**src/rtl/seg7_scan4.sv**
```systemverilog
// Four-digit common-anode seven-segment scanner.
// Inputs are snapshotted once per frame, and each digit slot starts with a ghost-blanking window.
module seg7_scan4 #(
    parameter int REFRESH_DIV = 100000,
    parameter int BLANK_CYC   = 1000
) (
    input  logic        clk,
    input  logic        rst_n,
    input  logic [15:0] digits,
    input  logic [3:0]  dp_in,
    input  logic        lz_en,
    output logic [6:0]  seg,
    output logic        dp,
    output logic [3:0]  an,
    output logic        frame_tick
);

    localparam int              CNT_W   = (REFRESH_DIV > 2) ? $clog2(REFRESH_DIV) : 1;
    localparam logic [CNT_W-1:0] CNT_MAX = CNT_W'(REFRESH_DIV - 1);

    typedef struct packed {
        logic [15:0] digits;
        logic [3:0]  dp;
        logic        lz;
    } snap_t;

    logic [CNT_W-1:0] r_cnt, w_cnt_nx;
    logic [1:0]       r_idx, w_idx_nx;
    snap_t            r_snap, w_snap_nx;
    logic             r_load, w_load, w_wrap, w_blank, w_sup;
    logic [3:0]       w_hi_zero, w_nib, w_an_nx;
    logic [6:0]       w_seg_nx;
    logic             w_dp_nx;

    function automatic logic [6:0] seg_dec(input logic [3:0] n);
        case (n)
            4'd0:    seg_dec = 7'h40;
            4'd1:    seg_dec = 7'h79;
            4'd2:    seg_dec = 7'h24;
            4'd3:    seg_dec = 7'h30;
            4'd4:    seg_dec = 7'h19;
            4'd5:    seg_dec = 7'h12;
            4'd6:    seg_dec = 7'h02;
            4'd7:    seg_dec = 7'h78;
            4'd8:    seg_dec = 7'h00;
            4'd9:    seg_dec = 7'h10;
            default: seg_dec = 7'h3F;
        endcase
    endfunction

    // Outputs are flopped, so they are decoded from the next-state values.
    always_comb begin
        w_wrap    = (r_cnt == CNT_MAX);
        w_cnt_nx  = w_wrap ? '0 : r_cnt + 1'b1;
        w_idx_nx  = w_wrap ? r_idx + 2'd1 : r_idx;
        w_load    = r_load | (w_wrap & (r_idx == 2'd3));
        w_snap_nx = r_snap;
        if (w_load)
            w_snap_nx = '{digits: digits, dp: dp_in, lz: lz_en};
    end

    generate
        if (BLANK_CYC == 0) begin : g_noblank
            assign w_blank = 1'b0;
        end else begin : g_blank
            assign w_blank = (w_cnt_nx < CNT_W'(BLANK_CYC));
        end
        for (genvar k = 0; k < 4; k++) begin : g_hz
            assign w_hi_zero[k] = (w_snap_nx.digits[15:4*k] == '0);
        end
    endgenerate

    always_comb begin
        w_nib    = w_snap_nx.digits[{w_idx_nx, 2'b00} +: 4];
        w_sup    = w_snap_nx.lz && (w_idx_nx != 2'd0) && w_hi_zero[w_idx_nx];
        w_seg_nx = 7'h7F;
        w_dp_nx  = 1'b1;
        w_an_nx  = 4'hF;
        if (!w_blank) begin
            w_an_nx  = ~(4'b0001 << w_idx_nx);
            w_seg_nx = w_sup ? 7'h7F : seg_dec(w_nib);
            w_dp_nx  = ~w_snap_nx.dp[w_idx_nx];
        end
    end

    always_ff @(posedge clk or negedge rst_n) begin
        if (!rst_n) begin
            r_cnt      <= '0;
            r_idx      <= '0;
            r_snap     <= '0;
            r_load     <= 1'b1;
            seg        <= 7'h7F;
            dp         <= 1'b1;
            an         <= 4'hF;
            frame_tick <= 1'b0;
        end else begin
            r_cnt      <= w_cnt_nx;
            r_idx      <= w_idx_nx;
            r_snap     <= w_snap_nx;
            r_load     <= 1'b0;
            seg        <= w_seg_nx;
            dp         <= w_dp_nx;
            an         <= w_an_nx;
            frame_tick <= w_load;
        end
    end

endmodule

```
**config.mk**
```make
export PLATFORM = sky130hd
export DESIGN_NAME = seg7_scan4
export DESIGN_NICKNAME = d
export VERILOG_FILES = /design/src/rtl/seg7_scan4.sv
export SDC_FILE = /design/constraint.sdc
export NUM_CORES = 1
export LEC_CHECK = 0
export CAP_MARGIN = 20
export CORE_MARGIN = 2
export CORE_UTILIZATION = 57
export CTS_CLUSTER_DIAMETER = 60
export CTS_CLUSTER_SIZE = 12
export DETAILED_ROUTE_END_ITERATION = 10
export DONT_BUFFER_PORTS = 1
export HOLD_SLACK_MARGIN = 0.06
export PLACE_DENSITY = 0.83
export SLEW_MARGIN = 10
export SYNTH_ARGS = -nofsm -noshare
export SYNTH_HDL_FRONTEND = slang
export SYNTH_SLANG_ARGS = --single-unit
```
**constraint.sdc**
```tcl
create_clock -name clk -period 3.7 [get_ports clk]
set_clock_uncertainty 0.05 [all_clocks]
set_input_delay 0.74 -clock clk [delete_from_list [all_inputs] [get_ports clk]]
set_output_delay 0.74 -clock clk [all_outputs]
set_load 0.1 [all_outputs]
```
==> flow_summary.json, run 1 <==
{
  "max_freq_ghz": 0.2858,
  "drive_gt1_share_pct": 23.85,
  "path_clk_slew_ns": 0.09,
  "cp-start-kind": "flop",
  "synth_cells": 252,
  "die_area_um2": 5670,
  "cts_inserted_buffers": 5,
  "cts_buffer_depth": 2,
  "grt_pass1_wl_mm": 9.577,
  "cts_root_buf": "clkbuf_8",
  "syn_avg_cell_area_um2": 11.50,
  "finalSetupViolations": 0,
  "timing.final.ws_setup_ns": 0.2015,
  "cts_tree": "built",
  "syn_area_um2": 2898,
  "rsz0062_at_grt": "false",
  "n_antenna_cell": 0,
  "synth_compound_area_share_pct": 8.161,
  "via_per_inst": 6.107,
  "yosysWarningCount": 0,
  "ios": 36,
  "maxCapViolCount": 0,
  "cellLeakagePower_uw": 0.001324,
  "synthesis.nets": 282,
  "hp-class": "input port to asynchronous set/reset pin",
  "insertion_delay_ns": 0.30,
  "area_growth_pct": 7.124,
  "p_per_area_nw_per_um2": 347.9,
  "relSlewSlack_pct": 41.84,
  "grt_max_degree": 55,
  "reg2reg_from": "r_cnt[12]",
  "grt_pass1_vias": 2054,
  "numPortBuffers": 0,
  "synth_edf_count": 0,
  "fin_crit_ns": 3.498,
  "dieWidth_um": 75.30,
  "synthSimpleGateAreaFrac_pct": 18.01,
  "dp_slack_ns": 0.2422,
  "critPathSlowestCell": "or4_1",
  "coreArea_um2": 4817,
  "post-route-period-util_pct": 94.55,
  "wl_mm": 5.847,
  "critPathCaptureType": "flop",
  "finalWeightedCongestion": 0.8551,
  "grt_overflow": 0,
  "synth_cell_types": 68,
  "synthMuxAreaShare_pct": 14.90,
  "outcome": "complete, no violations",
  "clock-sinks": 54,
  "globalRouteTotalUtil_pct": 22.73,
  "cp.depth": 11,
  "dp_hpwl_mm": 4.137,
  "drt_iter0_markers": 73,
  "crit_type": "flop to flop",
  "dr.pass1.iters": 4,
  "die_h_um": 75.30,
  "finalMaxSlewViolations": 0,
  "antenna_found_initial": 0,
  "row_count": 25,
  "drc": 0,
  "crit_arrival_ns": 3.66,
  "synthXorXnorAreaFrac_pct": 4.534,
  "crit_family": "simple AND/OR/NAND/NOR gates",
  "utilization_pct": 64.44,
  "fin_tns_setup_ns": 0,
  "final_nets": 289,
  "synth_top_family_by_area": "simple AND/OR/NAND/NOR gates",
  "synthAdderAreaFrac_pct": 3.022,
  "wl_per_cell_um": 17.88,
  "finalHoldViolations": 0,
  "ys_seq_area_share_pct": 47.19,
  "synthFlopType": "dfrtp_1",
  "ys_ff_latch": 54,
  "path_cells": "or4b_4 > or4_1 > mux2i_4 > inv_4 > nor2_2 > a22oi_1 > o211a_1 > inv_1 > ha_1 > and2_1 > o311ai_1",
  "cp_data_required_time_ns": 3.86,
  "crit_buf_inv": 2,
  "num_vias": 1997,
  "slowest_delay_ns": 0.62,
  "max_slew.worst_pin.slew_ns": 0.8730,
  "ir_drop_mv": 0.2584,
  "start_util_pct": 60.16,
  "cts_htree_levels": 2,
  "ff2ff_path_depth": 11,
  "async_flop_share_pct": 100.0,
  "antenna_left": 0,
  "cp_max_fo": 10,
  "startpoint": "r_cnt[12]"
}
final timing paths:
kind,endpoint,slack (ns)
worst max-delay path,seg[5],0.20
worst min-delay path,r_snap[17],0.22
worst max register to register,seg[5],0.20
worst min register to register,r_cnt[0],0.44
max in group asynchronous,r_cnt[14],3.20
min in group clk,r_cnt[0],0.44
power by group:
group          leakage [uW]  internal [uW]  switching [uW]
Combinational      0.000632           53.8            60.0
Sequential         0.000644            615            16.5
Clock             0.0000482            151             184
Total               0.00132            820             260
final cells by class:
cell class	count	area, um^2
clock inverters	1	5.005
well taps	67	83.83
repair buffers	10	95.09
flip-flops and latches	54	1368
inverters	13	51.30
clock buffers	7	86.33
fillers	390	1713
multi-input cells	175	1415
what timing repair did:
item,CTS,global route
endpoints found under the hold margin,0,41
endpoints found under the setup margin,0,5
setup buffers,0,3
resized for setup,0,1
hold buffers,0,1
per-layer routing:
layer  share of wire [%]  routed length [um]  GRT usage (%)  vias up
li1                    -                   -              -      927
met1                  43                2525          29.13      994
met2                  50                2908          36.91       60
met3                 4.6                 269          5.423       16
met4                 2.4                 143          10.14        0
met5                   0                   0              0        -
logic make-up after synthesis:
| logic type | count (synthesis) |
|---|---|
| and+or+nand+nor | 89 |
| DFF | 54 |
| muxes | 33 |
| AOI/OAI and AO/OA | 30 |
| buffers and inverters | 23 |
| xor gates and xnor gates | 15 |
| adders and majority gates | 7 |
| other | 1 |
cells in the mapped netlist (all sizes together), types with 3 or more instances:
| cell type | number | area [um^2] |
|---|---|---|
| a21oi | 4 | 23.77 |
| and2 | 8 | 50.05 |
| buf | 6 | 51.29 |
| clkbuf | 4 | 15.01 |
| dfrtp | 41 | 1026 |
| dfstp | 13 | 341.6 |
| ha | 7 | 87.58 |
| inv | 13 | 51.31 |
| mux2 | 19 | 221.5 |
| mux2i | 11 | 135.1 |
| mux4 | 3 | 75.07 |
| nand2 | 18 | 67.56 |
| nand3 | 4 | 20.02 |
| nand4 | 8 | 50.05 |
| nor2 | 19 | 73.82 |
| nor3 | 4 | 20.02 |
| nor4 | 5 | 46.29 |
| o21ai | 6 | 30.02 |
| or3 | 3 | 18.77 |
| or4 | 4 | 30.03 |
| xnor2 | 10 | 87.58 |
| xor2 | 5 | 43.79 |
worst reg2reg max path, cell delays in order, from the launching register on:
cell and delay [ns]:
dfrtp_1 0.44, or4b_4 0.56, or4_1 0.62, mux2i_4 0.27
inv_4 0.15, nor2_2 0.08, a22oi_1 0.26, o211a_1 0.27
inv_1 0.11, ha_1 0.19, and2_1 0.13, o311ai_1 0.28
stage by stage:
| step | std cells | instance area [um^2] | hold WS [ns] | power, uW |
|---|---|---|---|---|
| final | 327 | 3104 | 0.2159 | 1080 |
| after global routing | 327 | 3104 | 0.2020 | 1125 |
| after CTS | 323 | 3052 | 0.06018 | 1073 |
| after detailed placement | 315 | 2960 | 0.3964 | 740.4 |
| after global placement | 315 | 2960 | 0.3964 | 735.0 |
| after floorplan | 252 | 2898 | 0.3944 | 724.3 |
sequential cells by signal, summed over array words and instances (netlist names):
name,count
r_idx,2
an,4
seg,7
frame_tick,1
r_cnt,17
r_snap,21
r_load,1
dp,1
layout by cell type (no fill, tap or decap), types with 3 or more instances in the layout:
master	n
dfrtp_1	41
nand2_1	18
nor2_1	18
mux2_2	16
dfstp_2	13
xnor2_1	10
inv_1	10
mux2i_1	9
buf_4	9
nand4_1	8
and2_1	8
ha_1	6
clkbuf_8	6
xor2_1	5
o21ai_1	5
or4_1	4
nor4_1	4
nand3_1	4
nor3_1	4
or3_1	3
a21oi_1	3
Note: power is estimated with default switching activity, not from simulation.
==> inputs of run 2 (changes only) <==
--- a/config.mk
+++ b/config.mk
@@ -7,13 +7,13 @@
 export LEC_CHECK = 0
 export CAP_MARGIN = 20
 export CORE_MARGIN = 2
-export CORE_UTILIZATION = 57
+export CORE_UTILIZATION = 63
 export CTS_CLUSTER_DIAMETER = 60
 export CTS_CLUSTER_SIZE = 12
 export DETAILED_ROUTE_END_ITERATION = 10
 export DONT_BUFFER_PORTS = 1
 export HOLD_SLACK_MARGIN = 0.06
-export PLACE_DENSITY = 0.83
+export PLACE_DENSITY = 0.87
 export SLEW_MARGIN = 10
 export SYNTH_ARGS = -nofsm -noshare
 export SYNTH_HDL_FRONTEND = slang
==> constraint.sdc (replaced) <==
create_clock -name clk -period 3.98 [get_ports clk]
set_clock_uncertainty 0.05 [all_clocks]
set_input_delay 0.796 -clock clk [delete_from_list [all_inputs] [get_ports clk]]
set_output_delay 0.796 -clock clk [all_outputs]
set_load 0.1 [all_outputs]
==> run 2 against run 1 <==
Compared with the run above: via count is 3.0% lower; largest power group unchanged; sequential cell count stayed put; non-clock buffer count is 8 lower; worst setup slack better by 0.14 ns; highest routed layer unchanged; final cell count is 7.0% lower.
==> flow_summary.json, run 2 (synthesized netlist as in run 1, its figures left out) <==
{
  "area_growth_pct": 4.188,
  "fin_tns_setup_ns": 0,
  "post-route-period-util_pct": 91.42,
  "num_vias": 1937,
  "r2r_slack_ns": 0.34,
  "wl_mm": 5.550,
  "ctsResizeCount": 0,
  "final_nets": 281,
  "r2r_end": "seg[4]",
  "die_h_um": 71.82,
  "seqPwrFrac_pct": 59.2,
  "antenna_found_initial": 0,
  "relSlewSlack_pct": 33.71,
  "cp_max_fo": 10,
  "die_area_um2": 5158,
  "dp_hpwl_mm": 4.180,
  "clock-sinks": 54,
  "total_power_uw": 989.9,
  "top_register": "r_snap",
  "via_per_inst": 6.372,
  "postCtsHoldBufs": 0,
  "cp-start-kind": "flop",
  "path_clk_slew_ns": 0.09,
  "insertion_delay_ns": 0.30,
  "nFillCells": 315,
  "dr.pass1.iters": 4,
  "globalRouteTotalUtil_pct": 24.46,
  "finalHoldViolations": 0,
  "reg.largest.list": "r_snap x21, r_cnt x17, seg x7",
  "internal-power_uw": 758.3,
  "crit_type": "flop to flop",
  "max_freq_ghz": 0.2748,
  "rsz0062_at_grt": "false",
  "hp-class": "input port to asynchronous set/reset pin",
  "finalSetupViolations": 0,
  "ff2ff_path_depth": 10,
  "grt_max_degree": 55,
  "largest_reg_flops": 21,
  "wl_per_cell_um": 18.26,
  "layout_commonest_cell": "dfrtp_1",
  "critPathCaptureType": "flop",
  "row_count": 24,
  "grt_pass1_wl_mm": 9.756,
  "antenna_left": 0,
  "drive_gt1_share_pct": 21.43,
  "final_cell_area_um2": 3019,
  "drc": 0,
  "cts_root_buf": "clkbuf_8",
  "cellLeakagePower_uw": 0.001283,
  "ir_drop_mv": 0.2197,
  "grt_overflow": 0,
  "fin_crit_ns": 3.638,
  "max_slew.worst_pin.slew_ns": 0.9805,
  "p_clk_share_pct": 31.2,
  "startpoint": "r_cnt[12]",
  "numPortBuffers": 0,
  "most-common-layout-cells": "dfrtp_1 (41), nand2_1 (18), nor2_1 (18)",
  "finalMaxSlewViolations": 0,
  "cts_inserted_buffers": 5,
  "cp_data_required_time_ns": 4.14,
  "finalWeightedCongestion": 0.9008,
  "cts_htree_levels": 2,
  "p_comb_share_pct": 9.7,
  "drt_iter0_markers": 125,
  "cts_tree": "built",
  "ios": 36,
  "maxCapViolCount": 0,
  "dieWidth_um": 71.82,
  "outcome": "complete, no violations",
  "placed_area_um2": 2924,
  "reg2reg_from": "r_cnt[12]",
  "grt_pass1_vias": 2044,
  "crit_arrival_ns": 3.80,
  "post_cts_buffers": 0,
  "n_antenna_cell": 0,
  "cts_buffer_depth": 2,
  "dp.cells": 296,
  "p_per_area_nw_per_um2": 327.9,
  "hold_ws_ns": 0.1281,
  "coreArea_um2": 4384,
  "netSwitchingFraction_pct": 23.39,
  "p_switching_uw": 231.6,
  "stdcell_count": 304,
  "start_util_pct": 66.10
}
[run 2: changes by cell type in the layout (fill, tap and decap cells not counted), sizes merged]
| cell | delta |
|---|---|
| clkinvlp | +1 |
| clkbuf | -1 |
| buf | -8 |
[run 2: area by class of cell]
type	instances	area, um^2	share of cell area, %
clock buffer	6	82.58	2.735
clock inverter	2	12.51	0.4144
inverter	13	51.30	1.699
multi-input combinational	175	1413	46.79
sequential	54	1368	45.30
tap	52	65.06	2.155
timing repair buffer	2	27.53	0.9117
[run 2: layer usage]
metal,track usage (%),part of all wire (%),up-vias
li1,-,-,914
met2,42.49,52,51
met3,5.485,4.8,4
met5,0,0,-
met1,31.29,42,968
met4,5.870,0.72,0
[run 2: critical path, cell delays in order, from the launching register on]
cell,delay [ns]
dfrtp_1,0.44
or4b_4,0.57
or4_1,0.73
mux2i_4,0.31
inv_4,0.14
mux2_2,0.37
mux2i_4,0.22
inv_2,0.11
ha_1,0.22
nor3b_1,0.14
o31ai_1,0.24
[run 2: stage by stage]
stage	setup WS, ns	utilization (%)
floorplan	0.5820	-
global placement	0.4722	66.70
detailed placement	0.3850	66.70
CTS	0.3537	68.86
global route	0.1572	68.86
finish	0.3416	68.86
[run 2: worst max-delay path by stage]
stage	cells after the start	to	slack, ns
2_1_floorplan	12	seg[4]	0.58
3_3_place_gp	10	seg[4]	0.47
3_5_place_dp	10	seg[4]	0.39
4_1_cts	10	seg[4]	0.35
5_1_grt	11	seg[0]	0.16
6_report	10	seg[4]	0.34
[run 2: power by group through the flow]
stage	Combinational [uW]	Sequential, uW	Clock (uW)
5_1_grt	105	589	338
2_1_floorplan	81.0	592	0
6_report	95.7	586	308
3_5_place_dp	94.7	596	0
3_3_place_gp	90.6	595	0
4_1_cts	95.5	586	317
==> inputs of run 3 (changes only) <==
--- a/config.mk
+++ b/config.mk
@@ -14,7 +14,7 @@
 export DONT_BUFFER_PORTS = 1
 export HOLD_SLACK_MARGIN = 0.06
 export PLACE_DENSITY = 0.87
-export SLEW_MARGIN = 10
+export SLEW_MARGIN = 20
 export SYNTH_ARGS = -nofsm -noshare
 export SYNTH_HDL_FRONTEND = slang
 export SYNTH_SLANG_ARGS = --single-unit
==> results of run 3 <==
The final DEF is identical to that of run 2; final timing and power are the same.
